### src/rtl/ysyx_25060170_stage_buf_if.sv
// ysyx_25060170_stage_buf_if
// Upstream/downstream valid/ready channel pair for one pipeline stage buffer.
//   in_valid/in_ready/in_data    : beat offered by the producing stage
//   out_valid/out_ready/out_data : beat presented to the consuming stage
// Handshake: a beat moves across a side on a rising clk edge exactly when
// valid and ready are both high in that cycle. A producer that raises valid
// keeps valid and data stable until the transfer happens (flush excepted);
// ready may change freely and never waits on valid.
// Modports: master = the surrounding pipeline (drives in_*, out_ready),
//           slave  = the buffer itself.
`timescale 1ns/1ps
interface ysyx_25060170_stage_buf_if #(
    parameter int DATA_W = 128
);
    logic              in_valid;
    logic              in_ready;
    logic [DATA_W-1:0] in_data;
    logic              out_valid;
    logic              out_ready;
    logic [DATA_W-1:0] out_data;

    modport master (
        output in_valid, in_data, out_ready,
        input  in_ready, out_valid, out_data
    );

    modport slave (
        input  in_valid, in_data, out_ready,
        output in_ready, out_valid, out_data
    );
endinterface

### src/rtl/ysyx_25060170_stage_buf.sv
// ysyx_25060170_stage_buf
// Generic inter-stage register with valid/ready handshake, opaque payload,
// synchronous flush, occupancy and a saturating back-pressure counter.
// Parameters:
//   DATA_W : payload width (1..1024)
//   SKID   : 0 = one entry, in_ready passes out_ready through combinationally
//            1 = main + skid entry, in_ready depends on registered state only
// Ports:
//   clk, rst     : clock, asynchronous active-low reset
//   bus          : slave side of the in/out valid/ready channel pair
//   flush        : drop every held beat and any beat accepted this cycle
//   occupancy    : number of held beats (0..2)
//   stall_cnt    : cycles with out_valid & ~out_ready, saturating
//   state_dbg    : raw state register (EMPTY=0, ONE=1, TWO=2)
`timescale 1ns/1ps
module ysyx_25060170_stage_buf #(
    parameter int DATA_W = 128,
    parameter bit SKID   = 1'b1
) (
    input  logic                      clk,
    input  logic                      rst,
    ysyx_25060170_stage_buf_if.slave  bus,
    input  logic                      flush,
    output logic [1:0]                occupancy,
    output logic [31:0]               stall_cnt,
    output logic [1:0]                state_dbg
);

    typedef enum logic [1:0] {
        EMPTY = 2'd0,
        ONE   = 2'd1,
        TWO   = 2'd2
    } state_t;

    state_t            state_q;
    logic [DATA_W-1:0] main_q;
    logic [DATA_W-1:0] skid_q;
    logic [31:0]       stall_q;
    logic              in_ready_c;
    logic              in_fire;
    logic              out_fire;

    // The encoding equals the number of held beats.
    assign occupancy     = state_q;
    assign state_dbg     = state_q;
    assign stall_cnt     = stall_q;
    assign bus.out_valid = (state_q != EMPTY);
    assign bus.out_data  = main_q;
    assign bus.in_ready  = in_ready_c;

    // in_ready is held low while reset is asserted so no beat is taken
    // by a buffer whose state is being forced.
    always_comb begin
        in_ready_c = 1'b0;
        if (SKID) begin
            in_ready_c = rst & (state_q != TWO);
        end else begin
            in_ready_c = rst & ((state_q == EMPTY) | bus.out_ready);
        end
    end

    assign in_fire  = bus.in_valid & in_ready_c;
    assign out_fire = bus.out_valid & bus.out_ready;

    always_ff @(posedge clk or negedge rst) begin
        if (!rst) begin
            state_q <= EMPTY;
            main_q  <= '0;
            skid_q  <= '0;
            stall_q <= '0;
        end else begin
            // Counts every stalled cycle, flushed or not.
            if (bus.out_valid && !bus.out_ready && (stall_q != 32'hFFFF_FFFF)) begin
                stall_q <= stall_q + 32'd1;
            end

            if (flush) begin
                state_q <= EMPTY;
                main_q  <= '0;
                skid_q  <= '0;
            end else begin
                case (state_q)
                    EMPTY: begin
                        if (in_fire) begin
                            main_q  <= bus.in_data;
                            state_q <= ONE;
                        end
                    end
                    ONE: begin
                        // With SKID=0, in_fire in ONE implies out_fire, so the
                        // skid branch is unreachable in that mode.
                        if (in_fire && out_fire) begin
                            main_q <= bus.in_data;
                        end else if (in_fire) begin
                            skid_q  <= bus.in_data;
                            state_q <= TWO;
                        end else if (out_fire) begin
                            // Keep out_data at zero whenever the buffer is empty.
                            main_q  <= '0;
                            state_q <= EMPTY;
                        end
                    end
                    TWO: begin
                        if (out_fire) begin
                            main_q  <= skid_q;
                            state_q <= ONE;
                        end
                    end
                    default: begin
                        main_q  <= '0;
                        skid_q  <= '0;
                        state_q <= EMPTY;
                    end
                endcase
            end
        end
    end

endmodule

### src/flat_wrapper.sv
// flat-port wrapper written by rule: the top's interface ports become plain ports
module ysyx_25060170_stage_buf_flat 
#(
    parameter int DATA_W = 128,
    parameter bit SKID   = 1'b1
)
  (clk, rst, flush, occupancy, stall_cnt, state_dbg, bus_in_valid, bus_in_data, bus_out_ready, bus_in_ready, bus_out_valid, bus_out_data);
  ysyx_25060170_stage_buf_if #(.DATA_W(DATA_W)) bus_i ();
  input  logic clk;
  input  logic rst;
  input  logic flush;
  output logic [1:0] occupancy;
  output logic [31:0] stall_cnt;
  output logic [1:0] state_dbg;
  input wire logic [$bits(bus_i.in_valid)-1:0] bus_in_valid;
  input wire logic [$bits(bus_i.in_data)-1:0] bus_in_data;
  input wire logic [$bits(bus_i.out_ready)-1:0] bus_out_ready;
  output wire logic [$bits(bus_i.in_ready)-1:0] bus_in_ready;
  output wire logic [$bits(bus_i.out_valid)-1:0] bus_out_valid;
  output wire logic [$bits(bus_i.out_data)-1:0] bus_out_data;
  assign bus_i.in_valid = bus_in_valid;
  assign bus_i.in_data = bus_in_data;
  assign bus_i.out_ready = bus_out_ready;
  assign bus_in_ready = bus_i.in_ready;
  assign bus_out_valid = bus_i.out_valid;
  assign bus_out_data = bus_i.out_data;
  ysyx_25060170_stage_buf #(.DATA_W(DATA_W), .SKID(SKID)) u_core (.clk(clk), .rst(rst), .bus(bus_i), .flush(flush), .occupancy(occupancy), .stall_cnt(stall_cnt), .state_dbg(state_dbg));
endmodule
### config.mk
export PLATFORM = sky130hd
export DESIGN_NAME = ysyx_25060170_stage_buf_flat
export DESIGN_NICKNAME = d
export VERILOG_FILES = /design/src/rtl/ysyx_25060170_stage_buf_if.sv /design/src/rtl/ysyx_25060170_stage_buf.sv /design/src/flat_wrapper.sv
export SDC_FILE = /design/constraint.sdc
export NUM_CORES = 1
export LEC_CHECK = 0
export ABC_AREA = 1
export CAP_MARGIN = 20
export CORE_UTILIZATION = 56
export DETAILED_ROUTE_END_ITERATION = 10
export GPL_TIMING_DRIVEN = 1
export PLACE_DENSITY = 0.86
export SKIP_CTS_REPAIR_TIMING = 1
export SLEW_MARGIN = 15
export SYNTH_ARGS = -nofsm -noshare
export SYNTH_HDL_FRONTEND = slang
export SYNTH_SLANG_ARGS = --single-unit
### constraint.sdc
create_clock -name clk -period 5 [get_ports clk]
set_clock_uncertainty 0.1 [all_clocks]
set_input_delay 1 -clock clk [delete_from_list [all_inputs] [get_ports clk]]
set_output_delay 1 -clock clk [all_outputs]
set_load 0.005 [all_outputs]
==> impl_metrics.py <==
metrics = {
    "timing": {
        "finalHoldViolCount": 0,
        "fin_crit_sh": 0.6709,
        "relSlewSlack": 0.2625,
        "rsz0062_at_grt": "no",
        "setup_tns_ns": 0,
        "setup_viol": 0,
        "worst_pin_slew_ns": 1.106,
        "fin_crit_ns": 3.354,
        "setup_slack_ns": 1.646,
        "fmax_ghz": 0.2981,
        "maxSlewViolCount": 0,
    },
    "layout": {
        "fin_nets": 2272,
        "stdcell_count": 2487,
        "drive_above_1_share": 0.03522,
        "area_growth_pct": 27.63,
        "final_cell_area_mm2": 0.01811,
    },
    "setup_path": {
        "cp-startpoint": "u_core.occupancy[1]$_DFFE_PN0P_",
        "ff2ff_path_depth": 9,
        "critPathMaxFanout": 100,
        "crit_type": "flop to flop",
        "rr_startpoint": "u_core.occupancy[1]$_DFFE_PN0P_",
        "cp-start-kind": "flop",
        "end_kind": "flop",
        "cp.required_ns": 5.38,
        "crit_arrival_ns": 3.74,
    },
    "clock_network": {
        "cts_num_sinks": 290,
        "insertion_delay_ns": 0.54,
        "cts_buffers": 30,
        "clkSlewWorstSetupHoldPaths_ns": 0.06,
        "clock-root-buffer": "clkbuf_16",
        "cts_tree": "yes",
        "clk_path_buf_depth": 3,
        "cts-htree-levels": 1,
    },
    "floorplan": {
        "dieArea_mm2": 0.02598,
        "io_pins": 299,
        "coreArea_mm2": 0.02460,
        "initial_core_util": 0.5766,
        "rows": 57,
        "die_width_um": 161.2,
        "fp.dieH_um": 161.2,
    },
    "power": {
        "leakage_nw": 8.754,
        "max-vdd-ir-drop_mv": 0.2419,
        "cellPowerDensity_mw_per_mm2": 355.3,
    },
    "flow_run": {
        "drv_cap": 0,
    },
    "detailed_routing": {
        "num_vias": 13810,
        "drtIter0Drc": 1299,
        "antenna_left": 0,
        "route.detailed.drc": 0,
        "drt_wl_total_um": 41100,
        "routedWlPerCell_um": 16.53,
        "dr.pass1.iters": 5,
        "via_per_inst": 5.551,
    },
    "synthesis": {
        "syn_nets": 2063,
        "synth_top_area_share": 0.5115,
        "yosysWarnings": 0,
        "synth_cells": 1929,
        "syn_area_per_cell_um2": 7.355,
        "synth-seq-cells": 290,
        "netlist_area_mm2": 0.01419,
        "synth_seq_area_share": 0.5115,
        "synth_area_leaders": "dfrtp_1 51%, nand2_1 29%, nand4_1 5.8%, o21ai_0 3.9%, buf_2 2.4%",
        "synthDistinctLibCells": 24,
        "synth_area_leader_cell": "dfrtp_1",
    },
    "global_routing": {
        "gr-total-overflow": 0,
        "grt_pass1_vias": 13270,
        "antenna_found_initial": 8,
        "grt_start_max_net_pins": 174,
        "grt_pass1_wl_um": 67560,
        "grt_use_total": 0.3196,
    },
    "min_path": {
        "min_path_type": "input port to asynchronous set/reset pin",
    },
    "place": {
        "globalplace.congestion": 0.8939,
        "dp_hpwl_um": 25190,
        "placed_area_mm2": 0.01717,
        "portBuffers": 298,
        "post-place-ws_ns": 1.479,
        "dp.cells": 2430,
    },
    "run_status": {
        "status": "completed",
    },
}
==> synthesized netlist by cell type <==
cell      instances
o21ai_1          28
dfrtp_1         290
nand4_1         131
nand3_1          23
inv_2             4
o21ai_0         110
nand3b_1          1
ha_1              1
nand2_2           4
nand2_4           1
nand2_1        1098
buf_4             9
buf_2            69
nor2_2            2
buf_1             2
xnor2_1           7
buf_6             2
nor2_4            3
a21oi_1           1
xor2_1            4
nor2_1           54
clkinv_1          1
clkbuf_1         53
inv_1            31
==> worst max-delay path, cell delays in order (launching register included) <==
cell	delay, ns
dfrtp_1	0.50
inv_4	0.42
nor2_4	0.05
buf_4	0.33
nand3_1	0.26
nand3_4	0.58
nor2_4	0.33
buf_12	0.39
nand2_1	0.12
nand2_1	0.09
==> state kept, by name, indices dropped and copies added, names as in the netlist <==
name and cells:
u_core.occupancy 2, u_core.bus.out_data 128, u_core.stall_cnt 32, u_core.skid_q 128
==> placed cells by master (no fill, tap or decap) <==
master           Yosys  layout
nand3b_1             1       1
a21oi_1              1       1
dfrtp_1            290     289
nand3_1             23      22
inv_4                0       2
nand3_4              0       1
buf_12               0       5
buf_4                9       9
xor2_1               4       4
xnor2_1              7       7
nand2_2              4       3
nand2_4              1       1
nand4_1            131     131
diode_2              0       5
inv_1               31      31
nand2_1           1098    1098
clkbuf_8             0       7
ha_1                 1       1
clkdlybuf4s50_1      0     297
o21ai_4              0       1
clkinv_2             0       4
inv_2                4       3
clkbuf_16            0      31
nor2_1              54      53
nor2_2               2       1
dfrtp_4              0       1
clkbuf_1            53      10
buf_8                0       1
nor2_4               3       5
nand2_8              0       1
o21ai_1             28      27
o21ai_0            110     110
==> per-layer routing <==
metal,global-route usage,wire length [um],up-vias
li1,-,-,6534
met1,0.4205,16710,6532
met2,0.5049,18950,609
met3,0.07242,3556,124
met4,0.1488,1838,6
met5,0,40,-
==> power breakdown <==
group	total, W	internal (W)	switching, W	leakage [nW]
clock network	0.00212	0.00123	0.000892	0.460
logic	0.00145	0.000634	0.000817	4.37
registers	0.00286	0.00263	0.000230	3.92
total	0.00643	0.00449	0.00194	8.75
==> cells by family (layout without fill, tap and decap cells) <==
kind of cell             count (synthesis)  count (layout)  synth area share
AO/OA/AOI/OAI                          139             139           0.04903
XOR/XNOR                                11              11          0.006791
adder cells (fa/ha/maj)                  1               1         0.0008818
buffers and inverters                  171             400           0.05477
flip-flops                             290             290            0.5115
other                                    0               5                 0
AND/OR/NAND/NOR                       1317            1317            0.3770
==> path summary, 6_finish.rpt <==
path                                                        to  slack [ns]
max                        u_core.bus.out_data[18]$_DFFE_PN0P_        1.65
min                        u_core.bus.out_data[39]$_DFFE_PN0P_        0.24
max reg2reg                u_core.bus.out_data[18]$_DFFE_PN0P_        1.65
min reg2reg                u_core.bus.out_data[80]$_DFFE_PN0P_        0.38
max in group asynchronous     u_core.stall_cnt[29]$_DFFE_PN0P_        3.24
min in group clk           u_core.bus.out_data[80]$_DFFE_PN0P_        0.38
==> final cells by class <==
type / count / area [um^2]
antenna: 5 / 12.51
clock buffer: 48 / 909.6
clock inverter: 4 / 20.02
fill: 1877 / 6497
inverter: 36 / 140.1
multi-input combinational: 1468 / 6203
sequential: 290 / 7261
tap: 324 / 405.4
timing repair buffer: 312 / 3156
==> metrics by stage <==
step                      total power [W]  utilization  hold slack, ns
final                            0.006434       0.7359          0.2381
after global routing             0.006746       0.7356          0.2676
after CTS                        0.006459       0.7354          0.2634
after detailed placement         0.004330       0.6976          0.3640
after global placement           0.004285       0.6976          0.3616
after floorplan                  0.003569            -          0.3534
No activity file was read; power rests on OpenSTA's default activity.
